File: config.mk
export PLATFORM = sky130hd
export DESIGN_NAME = stopwatch_btn_ctrl
export DESIGN_NICKNAME = d
export VERILOG_FILES = /design/src/rtl/stopwatch_btn_ctrl.sv
export SDC_FILE = /design/constraint.sdc
export NUM_CORES = 1
export LEC_CHECK = 0
export BUFFER_PORTS_ARGS = -buffer_cell sky130_fd_sc_hd__buf_2
export CAP_MARGIN = 20
export CORE_ASPECT_RATIO = 0.6
export CORE_MARGIN = 1.5
export CORE_UTILIZATION = 44
export CTS_BUF_LIST = sky130_fd_sc_hd__clkbuf_4
export DETAILED_ROUTE_END_ITERATION = 12
export GPL_ROUTABILITY_DRIVEN = 1
export HOLD_SLACK_MARGIN = 0.05
export PLACE_DENSITY = 0.66
export SETUP_SLACK_MARGIN = 0.5
export SLEW_MARGIN = 20
export SYNTH_ARGS = -nofsm -noshare
export SYNTH_HDL_FRONTEND = slang
export SYNTH_SLANG_ARGS = --single-unit
File: constraint.sdc
create_clock -name clk -period 4.02 [get_ports clk]
set_input_delay 0.603 -clock clk [delete_from_list [all_inputs] [get_ports clk]]
set_output_delay 0.603 -clock clk [all_outputs]
set_load 0.05 [all_outputs]
File: src/rtl/stopwatch_btn_ctrl.sv
// rtl/stopwatch_btn_ctrl.sv - start/stop button synchroniser, debouncer and run-level FSM
// Optional long-press clear behaviour is enabled by defining LONG_PRESS_CLR_EN.

module stopwatch_btn_ctrl #(
    parameter int DEBOUNCE_CNT   = 500000,
    parameter int CNT_W          = 20,
    parameter int LONG_PRESS_CNT = 100000000
) (
    input  logic clk,
    input  logic rst,
    input  logic btn_in,
    output logic start_stop,
    output logic press_pulse,
    output logic clr
);

    typedef enum logic {
        STOPPED = 1'b0,
        RUNNING = 1'b1
    } state_t;

    localparam logic [CNT_W-1:0] DB_LAST = CNT_W'(DEBOUNCE_CNT - 1);

    state_t           state;
    state_t           state_next;
    logic             s1;
    logic             s2;
    logic             stable;
    logic             stable_d;
    logic [CNT_W-1:0] db_cnt;
    logic             rise;
    logic             toggle;

    // Plain two-flop synchroniser for the asynchronous board input
    always_ff @(posedge clk or posedge rst) begin
        if (rst) begin
            s1 <= 1'b0;
            s2 <= 1'b0;
        end else begin
            s1 <= btn_in;
            s2 <= s1;
        end
    end

    // Any cycle of agreement with the accepted level restarts the count
    always_ff @(posedge clk or posedge rst) begin
        if (rst) begin
            stable <= 1'b0;
            db_cnt <= '0;
        end else if (s2 == stable) begin
            db_cnt <= '0;
        end else if (db_cnt >= DB_LAST) begin
            stable <= s2;
            db_cnt <= '0;
        end else begin
            db_cnt <= db_cnt + CNT_W'(1);
        end
    end

    always_ff @(posedge clk or posedge rst) begin
        if (rst) begin
            stable_d    <= 1'b0;
            press_pulse <= 1'b0;
        end else begin
            stable_d    <= stable;
            press_pulse <= rise;
        end
    end

    assign rise = stable & ~stable_d;

`ifdef LONG_PRESS_CLR_EN
    localparam int              HOLD_W    = $clog2(LONG_PRESS_CNT + 1);
    localparam logic [HOLD_W-1:0] HOLD_MAX  = HOLD_W'(LONG_PRESS_CNT);
    localparam logic [HOLD_W-1:0] HOLD_LAST = HOLD_W'(LONG_PRESS_CNT - 1);

    logic              fall;
    logic [HOLD_W-1:0] hold_cnt;

    assign fall = ~stable & stable_d;

    // Hold length saturates so a very long hold cannot wrap into a short one
    always_ff @(posedge clk or posedge rst) begin
        if (rst) begin
            hold_cnt <= '0;
            clr      <= 1'b0;
        end else begin
            clr <= stable && (state == STOPPED) && (hold_cnt == HOLD_LAST);
            if (fall) begin
                hold_cnt <= '0;
            end else if (stable && (hold_cnt != HOLD_MAX)) begin
                hold_cnt <= hold_cnt + HOLD_W'(1);
            end
        end
    end

    // A long press while stopped was a clear request, so its release is swallowed
    assign toggle = fall && ((hold_cnt < HOLD_MAX) || (state == RUNNING));
`else
    assign clr    = 1'b0;
    assign toggle = press_pulse;
`endif

    always_ff @(posedge clk or posedge rst) begin
        if (rst) begin
            state <= STOPPED;
        end else begin
            state <= state_next;
        end
    end

    always_comb begin
        state_next = state;
        if (toggle) begin
            case (state)
                STOPPED: state_next = RUNNING;
                RUNNING: state_next = STOPPED;
                default: state_next = STOPPED;
            endcase
        end
    end

    assign start_stop = (state == RUNNING);

endmodule

# Word level (Yosys, flattened, before mapping)

Cells that the tools add are included.

$add $sub $neg: 1
Magnitude comparators: 1
Eq/ne operators: 1
Muxes and demuxes: 3
Bitwise logic cells: 4
Reductions and logical operators: 1

Operator list:

| cell                                                  | count |
|---|---|
| 2-to-1 mux 20 bit                                     | 2 |
| adder 20 x 1 -> 20 bit, second input constant         | 1 |
| >= comparator 20 x 19 -> 1 bit, second input constant | 1 |
| inverter 1 bit                                        | 3 |
| case mux 1 bit (2 select lines)                       | 1 |
| AND reduction 2 bit                                   | 1 |
| AND 1 bit                                             | 1 |
| == test 1 bit                                         | 1 |

Flip-flop bits (word level): 26
Bits of input ports: 3
Output and inout port bits: 3
Word-level logic and storage cells: 18

# Logic depth before layout (Yosys ltp)

Word-level depth: 3
Gate-level depth with buffers: 7
Depth with buffers taken out: 5

# Worst setup path after synthesis

OpenSTA, ideal clock, no wires.

Path type: register -> register
Start: register db_cnt[12]
End: register db_cnt[12]
Setup time: 119 ps
Arrival time: 1,628 ps
Required time: 3,901 ps
Slack: 2,273 ps
Cell stages (with the launch flop): 7
Buffers on the path: 2
Period minus slack after synthesis: 1,747 ps
Cell sequence: dfrtp_1 or4b_1 nor3_1 a211o_1 buf_4 buf_4 nor2_1

Word-level cells in the longest chain between the ends: 3
Elaborated cells on any way between the ends: 4
Classes of those cells: add/sub: 1; order compare: 1; mux: 2

Ends and longest elaborated chain:

| element                                                                  | line   | source |
|---|---|---|
| start, declared                                                          | 30     | `logic [CNT_W-1:0] db_cnt;` |
| start signal, assigned                                                   | 56     | `db_cnt <= db_cnt + CNT_W'(1);` |
| adder 20 x 1 -> 20 bit or >= comparator 20 x 19 -> 1 bit (tied branches) | 56, 52 |  |
| 2-to-1 mux 20 bit (*)                                                    | 52     | `end else if (db_cnt >= DB_LAST) begin` |
| 2-to-1 mux 20 bit (*)                                                    | 50     | `end else if (s2 == stable) begin` |

Mark *: on every way between the ends. The rest lies on a longest branch, timed or not.
A chain may end at the register's enable or synchronous reset.

# Worst setup path in the final report

Same ends and word-level chain as after synthesis.

==> results_dict.tcl <==
set metrics [dict create \
    outcome "finished clean" \
    skew_ps 5.36 \
    syn_to_final_growth_pct 6.28 \
    dpl_worst_slack_ps 1940 \
    first_iter_violations 53 \
    vias_per_cell 5.81 \
    core-area_mm2 0.00259 \
    required_ps 4210 \
    ctsHoldBuffers 0 \
    rows 14 \
    worstSetupStartpoint "db_cnt[12]" \
    hpwl_um 1690 \
    hp-class "input pin to asynchronous set/reset pin" \
    grt_pass1_wl_um 3670 \
    num_vias 901 \
    fill_cells 233 \
    grt_setup_unrepaired "false" \
    hold_violations 0 \
    r2r_end "db_cnt[12]" \
    p_int_mw 0.323 \
    finalCritPeriodShare 0.532 \
    fin_crit_ps 2140 \
    drt-wirelength-per-cell_um 14.8 \
    drt_wl_total_um 2290 \
    synth_top_area_frac 0.526 \
    cp_num_buf_inv 0 \
    worst-setup-path-type "register to register" \
    placedCellCount 150 \
    syn_inst 117 \
    p_leak_nw 0.526 \
    grt_usage 0.160 \
    ys_seq_elements 26 \
    async_flop_share 1.00 \
    synth_area_leader_cell "dfrtp_1" \
    ys_types 33 \
    p_seq_frac 0.630 \
    tightest_slew_ps 631 \
    vdd_drop_max_uv 216 \
    yosysWarnings 0 \
    cts_inserted_buffers 3 \
    cts_max_path_buffers 2 \
    gp_congestion 0.820 \
    synthTopCellsByArea "dfrtp_1 53%, xor2_1 6.4%, nor2_1 4.3%" \
    synth_edf_count 0 \
    setup_violations 0 \
    finalWorstSetupSlack_ps 1880 \
    cts_tree "built" \
    grt_antenna_before_repair 0 \
    crit_chain "or4b_1 > nor3_1 > a211o_1 > nor2_1" \
    fp.dieH_um 44.1 \
    setup_tns_ps 0 \
    ys_seq_area_frac 0.526 \
    htreeDepth 1 \
    ant_nets 0 \
    postSynthAreaPerCell_um2 10.6 \
    worstSetupStartpointType "register" \
    relSlewSlack 0.579 \
    io_pins 6 \
    grt_pass1_vias 782 \
    layout-drive-gt1-share 0.114 \
    start_util 0.477 \
    die_area_mm2 0.00315 \
    fin_nets 128 \
    clkSinkCount 26 \
    finalPower_mw 0.446 \
    cp_slowest_stage_delay_ps 590 \
    drt-pass1-iter-count 4 \
    portBuffers 4 \
    finalMaxSlewViolations 0 \
    whs_ps 186 \
    stdcell_area_mm2 0.00131 \
    drc 0 \
    clkLatencyLatePin_ps 320 \
    r2r_start "db_cnt[12]" \
    worstPathMaxFanout 19 \
    final_core_util 0.507 \
    clkPwrFrac 0.244 \
    netlist_area_mm2 0.00124 \
    grt_overflow 0 \
    final_cells 155 \
    antenna_cells 0 \
    max_freq_ghz 0.467 \
    end_kind "register" \
    critPathSlowestCell "a211o_1" \
    path_delay_family "simple AND/OR/NAND/NOR gates" \
    cap_violations 0 \
    clkTransAtPathRegs_ps 130 \
    p_sw_frac 0.276 \
    root_buffer "clkbuf_4" \
    p_sw_mw 0.123 \
    grt_start_max_net_pins 27 \
    postCtsSetupRepairBufs 0 \
    die_width_um 71.4 \
    synth_ff_type "dfrtp_1" \
    power_density_mw_per_mm2 339 \
    critPathArrivalTime_ps 2330 \
    reg2reg_depth 4 \
    p_comb_frac 0.126 \
    rrSetupSlack_ps 1880 \
    ctsResizeCount 0 \
    place_area_mm2 0.00127 \
]
[sequential cells by signal (all words and copies together), names as in the netlist]
signal / cells
s2: 1
start_stop: 1
stable: 1
s1: 1
press_pulse: 1
stable_d: 1
db_cnt: 20
[cells in the final DEF, fill, tap and decap left out, types with 2 or more instances in the layout]
master and n:
inv_1 2, and4_1 2, xnor2_1 5, xor2_1 9
nand4_1 6, nand2_1 5, nand3_1 8, buf_2 4
nor3_1 4, nor2_1 14, a21oi_1 6, conb_1 2
dfrtp_1 26, nor4_1 3, o21ai_0 3, or3_1 2
or4b_1 2, clkbuf_4 3
[cells in the mapped netlist (3+ instances only)]
cell type and count:
dfrtp_1 26, nor2_1 14, xor2_1 9, nand3_1 8, a21oi_1 6, nand4_1 6, nand2_1 5, xnor2_1 5
nor3_1 4, buf_4 3, nor4_1 3, o21ai_0 3
[final cells by class]
cell class              instances  area, um^2  area share
inverters                       2        7.51     0.00571
repair buffers                  5        35.0      0.0267
clock buffers                   3        22.5      0.0171
flip-flops and latches         26         651       0.495
well taps                      32        40.0      0.0305
clock inverters                 1        3.75     0.00286
multi-input cells              86         554       0.422
[worst register-to-register path, delay by kind of cell, from the launching register on]
family	cells	cell delay, ps
AND/OR/NAND/NOR	3	960
AO/OA/AOI/OAI	1	590
flip-flops	1	470
[layer usage]
metal / share of wire / track usage
met1: 0.52 / 0.243
met2: 0.41 / 0.206
met3: 0.068 / 0.0547
met4: 0.0039 / 0.0654
met5: 0 / 0
[worst max path at each step]
| stage | end | slack (ps) | depth (start not counted) |
|---|---|---|---|
| 2_1_floorplan | db_cnt[12] | 2270 | 6 |
| 3_3_place_gp | db_cnt[13] | 2030 | 4 |
| 3_5_place_dp | db_cnt[12] | 1940 | 4 |
| 4_1_cts | db_cnt[12] | 1920 | 4 |
| 5_1_grt | db_cnt[9] | 1770 | 4 |
| 6_report | db_cnt[12] | 1880 | 4 |
[kinds of logic (layout without fill, tap and decap cells)]
group | count (synthesis) | after routing | share of synthesized area
AND/OR/NAND/NOR | 54 | 54 | 0.254
flip-flops | 26 | 26 | 0.526
AO/OA/AOI/OAI | 14 | 14 | 0.0698
XOR/XNOR | 14 | 14 | 0.0992
buffers and inverters | 6 | 11 | 0.0283
adder cells (fa/ha/maj) | 1 | 1 | 0.0101
other | 1 | 2 | 0.00303
multiplexers | 1 | 1 | 0.00911
[power by group through the flow]
stage	logic (mW)	clock network, mW	registers, mW
after CTS	0.0553	0.113	0.281
after global routing	0.0604	0.121	0.282
after detailed placement	0.0551	0	0.286
after global placement	0.0535	0	0.286
final	0.0561	0.109	0.281
after floorplan	0.0234	0	0.307
Note: power is estimated with default switching activity, not from simulation.
